[src/rtl/multicycle_ctrl.sv]
// Multi-cycle IF/ID/EX/MEM/WB control unit for the RV32I subset datapath.
// Decode is combinational from instr; strobes are gated by the registered state.
module multicycle_ctrl #(
    parameter int STATE_W = 3
) (
    input  logic               clk,
    input  logic               rst,
    input  logic [31:0]        instr,
    input  logic               Zero,
    input  logic               mem_ready,
    output logic               ALUSrc,
    output logic [3:0]         ALUCtrl,
    output logic               MemToReg,
    output logic               RegWrite,
    output logic               MemRead,
    output logic               MemWrite,
    output logic               PCSrc,
    output logic               loadPC,
    output logic [STATE_W-1:0] state
);

    typedef enum logic [2:0] {
        S_IF  = 3'd0,
        S_ID  = 3'd1,
        S_EX  = 3'd2,
        S_MEM = 3'd3,
        S_WB  = 3'd4
    } state_t;

    typedef enum logic [2:0] {
        I_ILL,
        I_LW,
        I_SW,
        I_BEQ,
        I_ALU
    } iclass_t;

    localparam logic [6:0] OP_LOAD   = 7'b0000011;
    localparam logic [6:0] OP_STORE  = 7'b0100011;
    localparam logic [6:0] OP_BRANCH = 7'b1100011;
    localparam logic [6:0] OP_IMM    = 7'b0010011;
    localparam logic [6:0] OP_REG    = 7'b0110011;
    localparam logic [6:0] F7_BASE   = 7'b0000000;
    localparam logic [6:0] F7_ALT    = 7'b0100000;

    localparam logic [3:0] ALU_AND = 4'b0000;
    localparam logic [3:0] ALU_OR  = 4'b0001;
    localparam logic [3:0] ALU_ADD = 4'b0010;
    localparam logic [3:0] ALU_SUB = 4'b0110;
    localparam logic [3:0] ALU_SLT = 4'b0111;
    localparam logic [3:0] ALU_SRL = 4'b1000;
    localparam logic [3:0] ALU_SLL = 4'b1001;
    localparam logic [3:0] ALU_SRA = 4'b1010;
    localparam logic [3:0] ALU_XOR = 4'b1101;

    state_t     cur_state, nxt_state;
    logic       zero_q;
    iclass_t    iclass;
    logic [6:0] opcode, funct7;
    logic [2:0] funct3;
    logic       is_reg, funct_ok;
    logic [3:0] alu_op;
    logic       unused_instr_bits;

    assign opcode = instr[6:0];
    assign funct3 = instr[14:12];
    assign funct7 = instr[31:25];
    assign is_reg = (opcode == OP_REG);
    assign unused_instr_bits = ^{instr[24:15], instr[11:7]};

    // Immediate forms carry immediate bits in funct7, so only shifts check it there.
    // NOTE: every variable written here gets a default first, so no path leaves it unassigned and no latch is inferred.
    always_comb begin
        alu_op   = ALU_ADD;
        funct_ok = 1'b0;
        case (funct3)
            3'b000: begin
                alu_op   = (is_reg && funct7 == F7_ALT) ? ALU_SUB : ALU_ADD;
                funct_ok = !is_reg || funct7 == F7_BASE || funct7 == F7_ALT;
            end
            3'b001: begin
                alu_op   = ALU_SLL;
                funct_ok = (funct7 == F7_BASE);
            end
            3'b010: begin
                alu_op   = ALU_SLT;
                funct_ok = !is_reg || funct7 == F7_BASE;
            end
            3'b100: begin
                alu_op   = ALU_XOR;
                funct_ok = !is_reg || funct7 == F7_BASE;
            end
            3'b101: begin
                alu_op   = (funct7 == F7_ALT) ? ALU_SRA : ALU_SRL;
                funct_ok = (funct7 == F7_BASE) || (funct7 == F7_ALT);
            end
            3'b110: begin
                alu_op   = ALU_OR;
                funct_ok = !is_reg || funct7 == F7_BASE;
            end
            3'b111: begin
                alu_op   = ALU_AND;
                funct_ok = !is_reg || funct7 == F7_BASE;
            end
            default: begin
                alu_op   = ALU_ADD;
                funct_ok = 1'b0;
            end
        endcase
    end

    always_comb begin
        iclass = I_ILL;
        case (opcode)
            OP_LOAD:        if (funct3 == 3'b010) iclass = I_LW;
            OP_STORE:       if (funct3 == 3'b010) iclass = I_SW;
            OP_BRANCH:      if (funct3 == 3'b000) iclass = I_BEQ;
            OP_IMM, OP_REG: if (funct_ok)         iclass = I_ALU;
            default:        iclass = I_ILL;
        endcase
    end

    assign ALUSrc   = (iclass == I_LW) || (iclass == I_SW) || (iclass == I_ALU && !is_reg);
    assign ALUCtrl  = (iclass == I_BEQ) ? ALU_SUB :
                      (iclass == I_ALU) ? alu_op  : ALU_ADD;
    assign MemToReg = (iclass == I_LW);

    always_comb begin
        nxt_state = S_IF;
        RegWrite  = 1'b0;
        MemRead   = 1'b0;
        MemWrite  = 1'b0;
        PCSrc     = 1'b0;
        loadPC    = 1'b0;
        case (cur_state)
            S_IF:  nxt_state = S_ID;
            S_ID:  nxt_state = S_EX;
            S_EX:  nxt_state = S_MEM;
            S_MEM: begin
                MemRead   = (iclass == I_LW);
                MemWrite  = (iclass == I_SW);
                nxt_state = ((iclass == I_LW || iclass == I_SW) && !mem_ready) ? S_MEM : S_WB;
            end
            S_WB: begin
                loadPC    = 1'b1;
                RegWrite  = (iclass == I_LW) || (iclass == I_ALU);
                PCSrc     = (iclass == I_BEQ) && zero_q;
                nxt_state = S_IF;
            end
            default: nxt_state = S_IF;
        endcase
    end

    // NOTE: state registers use non-blocking assignment so every flop samples pre-edge values.
    always_ff @(posedge clk) begin
        if (rst) begin
            cur_state <= S_IF;
            zero_q    <= 1'b0;
        end else begin
            cur_state <= nxt_state;
            if (cur_state == S_EX)
                zero_q <= Zero;
            else if (cur_state == S_IF)
                zero_q <= 1'b0;
        end
    end

    assign state = STATE_W'(cur_state);

endmodule

[config.mk]
export PLATFORM = sky130hd
export DESIGN_NAME = multicycle_ctrl
export DESIGN_NICKNAME = d
export VERILOG_FILES = /design/src/rtl/multicycle_ctrl.sv
export SDC_FILE = /design/constraint.sdc
export NUM_CORES = 1
export LEC_CHECK = 0
export CORE_UTILIZATION = 32
export CTS_CLUSTER_SIZE = 10
export DETAILED_ROUTE_END_ITERATION = 10
export GPL_TIMING_DRIVEN = 0
export HOLD_SLACK_MARGIN = 0.08
export PLACE_DENSITY = 0.83
export SLEW_MARGIN = 20
export SYNTH_ARGS = -nofsm -noshare
export SYNTH_HDL_FRONTEND = slang
export SYNTH_SLANG_ARGS = --single-unit
[constraint.sdc]
create_clock -name clk -period 4 [get_ports clk]
set_input_delay 0.4 -clock clk [delete_from_list [all_inputs] [get_ports clk]]
set_output_delay 0.4 -clock clk [all_outputs]
set_load 0.01 [all_outputs]
**Word level (Yosys, flattened, before mapping)**

Cells that the tools add are included.

- Equality and inequality tests: 20
- Mux-type cells: 20
- Reduce and logical (&&, ||, !) cells: 18

Operators by type and width:

| kind | number |
|---|---|
| 4-bit one-hot mux with 7 select lines | 1 |
| 3-bit one-hot mux with 4 select lines | 2 |
| 7-bit by 6-bit == test with 1-bit output, second input constant | 3 |
| 3-bit == test, second input constant | 6 |
| 3-bit by 2-bit == test with 1-bit output, second input constant | 5 |
| 3-bit by 1-bit == test with 1-bit output, second input constant | 3 |
| 3-bit two-way mux | 3 |
| 1-bit two-way mux | 8 |
| 4-bit two-way mux | 2 |
| 7-bit by 2-bit == test with 1-bit output, second input constant | 1 |
| 7-bit by 5-bit == test with 1-bit output, second input constant | 1 |
| 7-bit == test, second input constant | 1 |
| 7-bit zero test | 1 |
| 3-bit zero test | 2 |
| 1-bit logical OR | 6 |
| 2-bit two-way mux | 3 |
| 1-bit logical AND | 4 |
| 1-bit one-hot mux with 4 select lines | 1 |
| 4-bit OR reduction | 1 |
| 1-bit zero test | 2 |
| 2-bit nonzero test | 1 |
| 2-bit OR reduction | 1 |

- Flip-flop bits (word level): 4
- Input bits: 36
- Output and inout bits: 14
- Word-level logic and storage cells: 60

**Longest topological paths before layout**

- Depth after elaboration: 12
- Depth in mapped cells: 5
- Mapped depth without buffers: 4

**Worst setup path before layout**

Ideal clock, no wire load.

- Kind: input port to output port
- Start point: input instr[28]
- End point: output ALUCtrl[2]
- Data arrival time: 1.585 ns
- Required time: 3.600 ns
- Path slack: 2.015 ns
- Cell stages on the path: 4
- Path buffers: 0
- Path through: or4_4 nor3_4 a21boi_2 o41ai_2

- Word-level cells in the longest chain between the ends: 9
- Elaborated cells on any way between the ends: 15
- Classes of those cells: eq/ne (3); mux (7); reduce/logical (5)

Ends and longest elaborated chain:

| element | RTL line | RTL |
|---|---|---|
| start: declaration | 8 | `input logic [31:0] instr,` |
| 7-bit zero test | -- |  |
| 1-bit logical OR | -- |  |
| 1-bit logical OR | 79 | `funct_ok = !is_reg \|\| funct7 == F7_BASE \|\| funct7 == F7_ALT;` |
| 1-bit one-hot mux with 4 select lines | 76 | `case (funct3)` |
| 3-bit two-way mux | 118 | `OP_IMM, OP_REG: if (funct_ok) iclass = I_ALU;` |
| 3-bit one-hot mux with 4 select lines | 114 | `case (opcode)` |
| 3-bit == test | 125 | `(iclass == I_ALU) ? alu_op : ALU_ADD;` |
| 4-bit two-way mux | 125 |  |
| 4-bit two-way mux * | 124 | `assign ALUCtrl = (iclass == I_BEQ) ? ALU_SUB :` |
| end: declaration | 12 | `output logic [3:0] ALUCtrl,` |

Every way passes the cells marked *; elsewhere a longest branch is shown, timed or not.

**Worst setup path in the final report**

- Start point: input instr[2]
- End point: output ALUSrc

- Word-level cells in the longest chain between the ends: 10
- Elaborated cells on any way between the ends: 18
- Classes of those cells: eq/ne (8); mux (3); reduce/logical (7)

Ends and longest elaborated chain:

| element | RTL line | RTL |
|---|---|---|
| 7-bit by 6-bit == test with 1-bit output | 68, 114 |  |
| 1-bit zero test | -- |  |
| 1-bit logical OR | -- |  |
| 1-bit logical OR | 79 |  |
| 1-bit one-hot mux with 4 select lines | 76 |  |
| 3-bit two-way mux | 118 |  |
| 3-bit one-hot mux with 4 select lines | 114 |  |
| 3-bit by 1-bit == test with 1-bit output, or another cell as far along | 123 | `assign ALUSrc = (iclass == I_LW) \|\| (iclass == I_SW) \|\| (iclass == I_ALU && !is_reg);` |
| 1-bit logical OR / 1-bit logical AND (equally long branches) | 123 |  |
| 1-bit logical OR * | 123 |  |
| end: declaration | 11 | `output logic ALUSrc,` |

Marked as above.

==> metrics.md <==
| Metric | Value |
|---|---|
| CTS H-tree depth | 1 |
| Worst Tran Pin Value | 0.3792 ns |
| Vias in the first global route | 620 |
| Fillers | 148 |
| Max Slew Vio Count | 0 |
| Setup ws final | 1.059 ns |
| #FFs+latches synth | 4 |
| Crit path time final | 2.941 ns |
| Met3 wire len | 93 um |
| Post-Synth Adder-Cell Area | 0% |
| Drt drc | 6 |
| Die area | 0.001878 mm2 |
| Worst EP required | 3.60 ns |
| Endpoints failing hold | 0 |
| Chip width | 43.34 um |
| Synth unique cells | 35 |
| Net Count, Synth | 106 |
| Clock Latency Late Sink | 0.24 ns |
| Post-CTS setup buffers | 0 |
| Antenna-violating nets left | 0 |
| Largest net degree at the start of global routing | 11 |
| First-pass GRT wire length | 2456 um |
| Metal-1 WL | 611 um |
| Avg Vias per Cell | 5.438 |
| N_diodes | 0 |
| Ranking of synthesized cells by area | dfxtp_1, nor2_1, nor3_4, a21oi_1, nand4bb_4 |
| Seq/Total Area, Yosys | 14.65% |
| Wire length on met2 | 782 um |
| Initial Util | 35.07% |
| Setup TNS | 0 ns |
| Multi-input gate area | 444.2 um2 |
| Seq. cell area | 80.08 um2 |
| 1st-pass router iterations | 7 |
| Total CTS buffers | 3 |
| Max Cap Viol | 0 |
| Remaining global-route overflow | 0 |
| Synth Warn # | 0 |
| Leak | 0.3401 nW |
| Layout cells sized above 1 | 10.48% |
| Mapped Area | 546.8 um2 |
| Vert. Die Dim | 43.34 um |
| Routability-driven placement congestion ratio | 0.8462 |
| Critical path startpoint category | primary input |
| CP max FO | 5 |
| Total track usage | 17.04% |
| Clock-pin slew on the worst setup and hold paths | 0.03 ns |
| IO buf count | 32 |
| Peak Freq | 340.1 MHz |
| CTS sink cnt | 4 |
| Top Ports | 50 |
| Place WS | 1.055 ns |
| Most frequent cells after synthesis | nor2_1, a21oi_1, nand2_1 |
| Area share of the leading cell type in the synthesized netlist | 14.65% |
| Initial antenna violation count | 0 |
| Power Dens Cells | 166.5 mW/mm2 |
| Post-layout nets | 143 |
| Count leader, synth | nor2_1 |
| Slew HR | 74.72% |
| Post-DR wirelength/cell | 12.43 um |
| RSZ-0062 raised after global routing | false |
| Synth Flop Type | dfxtp_1 |
| Post-synth top area cell | dfxtp_1 |
| Post-Synth XOR/XNOR Area | 3.204% |
| Clock Skew | 0.004113 ns |
| CTS root buffer | clkbuf_4 |
| VDD IR max | 0.0001329 V |
| Hold WC Path Type | reg -> reg |
| Largest family of logic cells by synthesized area | simple AND/OR/NAND/NOR gates |
| Clock Path Buffers | 2 |
| CTS tree | yes |
| Failing checks | design-rule violations |
| WHS | 0.4721 ns |
| Synth Area in Compound Gates | 31.12% |
| CP Data Arrival Time | 2.54 ns |
| Avg Cell Area, Syn | 7.811 um2 |
| Vias | 658 |
| Number of flops mapped to enable cells by yosys | 0 |
| Final setup vio count | 0 |
| Post-CTS Hold Fix Bufs | 0 |
| P&R area growth vs syn | 66.36% |
| Crit path kind | in -> out |
| Post-Synthesis Cells | 70 |
| Period utilization | 73.52% |
| Worst Setup End Kind | primary output |
| Row Count | 14 |
| Uppermost layer routed | met4 |
| Simple-Gate Fraction of Synth Area | 46.91% |
| Final WL | 1504 um |
| Cts repair resizes | 0 |
| Placeable Area | 0.001559 mm2 |
| Async set or reset register ratio after synthesis | 0% |
| Run status | finished with violations |
| Drt initial violations | 22 |
| Mux cell area share after synthesis | 0% |
stage by stage:
| stage | power, mW | utilization (%) | instance area (um2) | std cells |
|---|---|---|---|---|
| 2_1_floorplan | 0.07053 | - | 546.8 | 70 |
| 3_3_place_gp | 0.09948 | 56.90 | 887.1 | 118 |
| 3_5_place_dp | 0.1004 | 56.90 | 887.1 | 118 |
| 4_1_cts | 0.1530 | 58.35 | 909.6 | 121 |
| 5_1_grt | 0.1614 | 58.35 | 909.6 | 121 |
| 6_report | 0.1515 | 58.35 | 909.6 | 121 |
cell families after synthesis:
group | count (synthesis)
AOI/OAI and AO/OA | 23
xor gates and xnor gates | 2
buffers and inverters | 4
DFF | 4
and+or+nand+nor | 37
critical path, cell delays in order:
cell	delay, ns
clkdlybuf4s50_1	0.41
nand4bb_1	0.24
or3b_1	0.47
a211o_1	0.30
a22oi_1	0.15
clkdlybuf4s50_1	0.57
path summary, 6_finish.rpt:
check	startpoint	to	slack [ns]	depth (start not counted)
worst max-delay path	instr[2]	ALUSrc	1.06	6
worst min register to register	zero_q$_SDFFE_PP0P_	zero_q$_SDFFE_PP0P_	0.47	2
worst min-delay path	zero_q$_SDFFE_PP0P_	zero_q$_SDFFE_PP0P_	0.47	2
worst max register to register	state[1]$_SDFF_PP0_	state[0]$_SDFF_PP0_	2.95	2
final cells by class:
class | count | area share, %
Clock buffer | 3 | 2.476
Buffer | 4 | 2.476
Timing Repair Buffer | 32 | 35.21
Sequential cell | 4 | 8.803
Tap cell | 16 | 2.201
Multi-Input combinational cell | 62 | 48.83
cell usage in the layout (no fill, tap or decap), types with 2 or more instances in the layout:
master	n
nand2_1	5
nand3_1	2
or3b_1	2
nor2_1	9
nor2b_1	4
nor3_4	2
o21ai_0	4
a21boi_0	2
nand2b_1	2
clkbuf_4	3
dfxtp_1	4
clkbuf_1	3
nor4_1	2
o211a_1	2
a21oi_1	6
clkdlybuf4s50_1	32
power by group:
| part | internal [mW] | switching, mW |
|---|---|---|
| Clock | 0.0336 | 0.0174 |
| Sequential | 0.0427 | 0.00337 |
| Combinational | 0.0317 | 0.0226 |
state kept, by name, summed over array words and instances, names as in the netlist:
| register | cells |
|---|---|
| zero_q | 1 |
| state | 3 |
layer usage:
layer,track usage (%),vias to the layer above
li1,-,334
met1,17.90,297
met2,33.33,25
met3,1.667,2
met4,8.125,0
met5,0,-
Note: power is estimated with default switching activity, not from simulation.
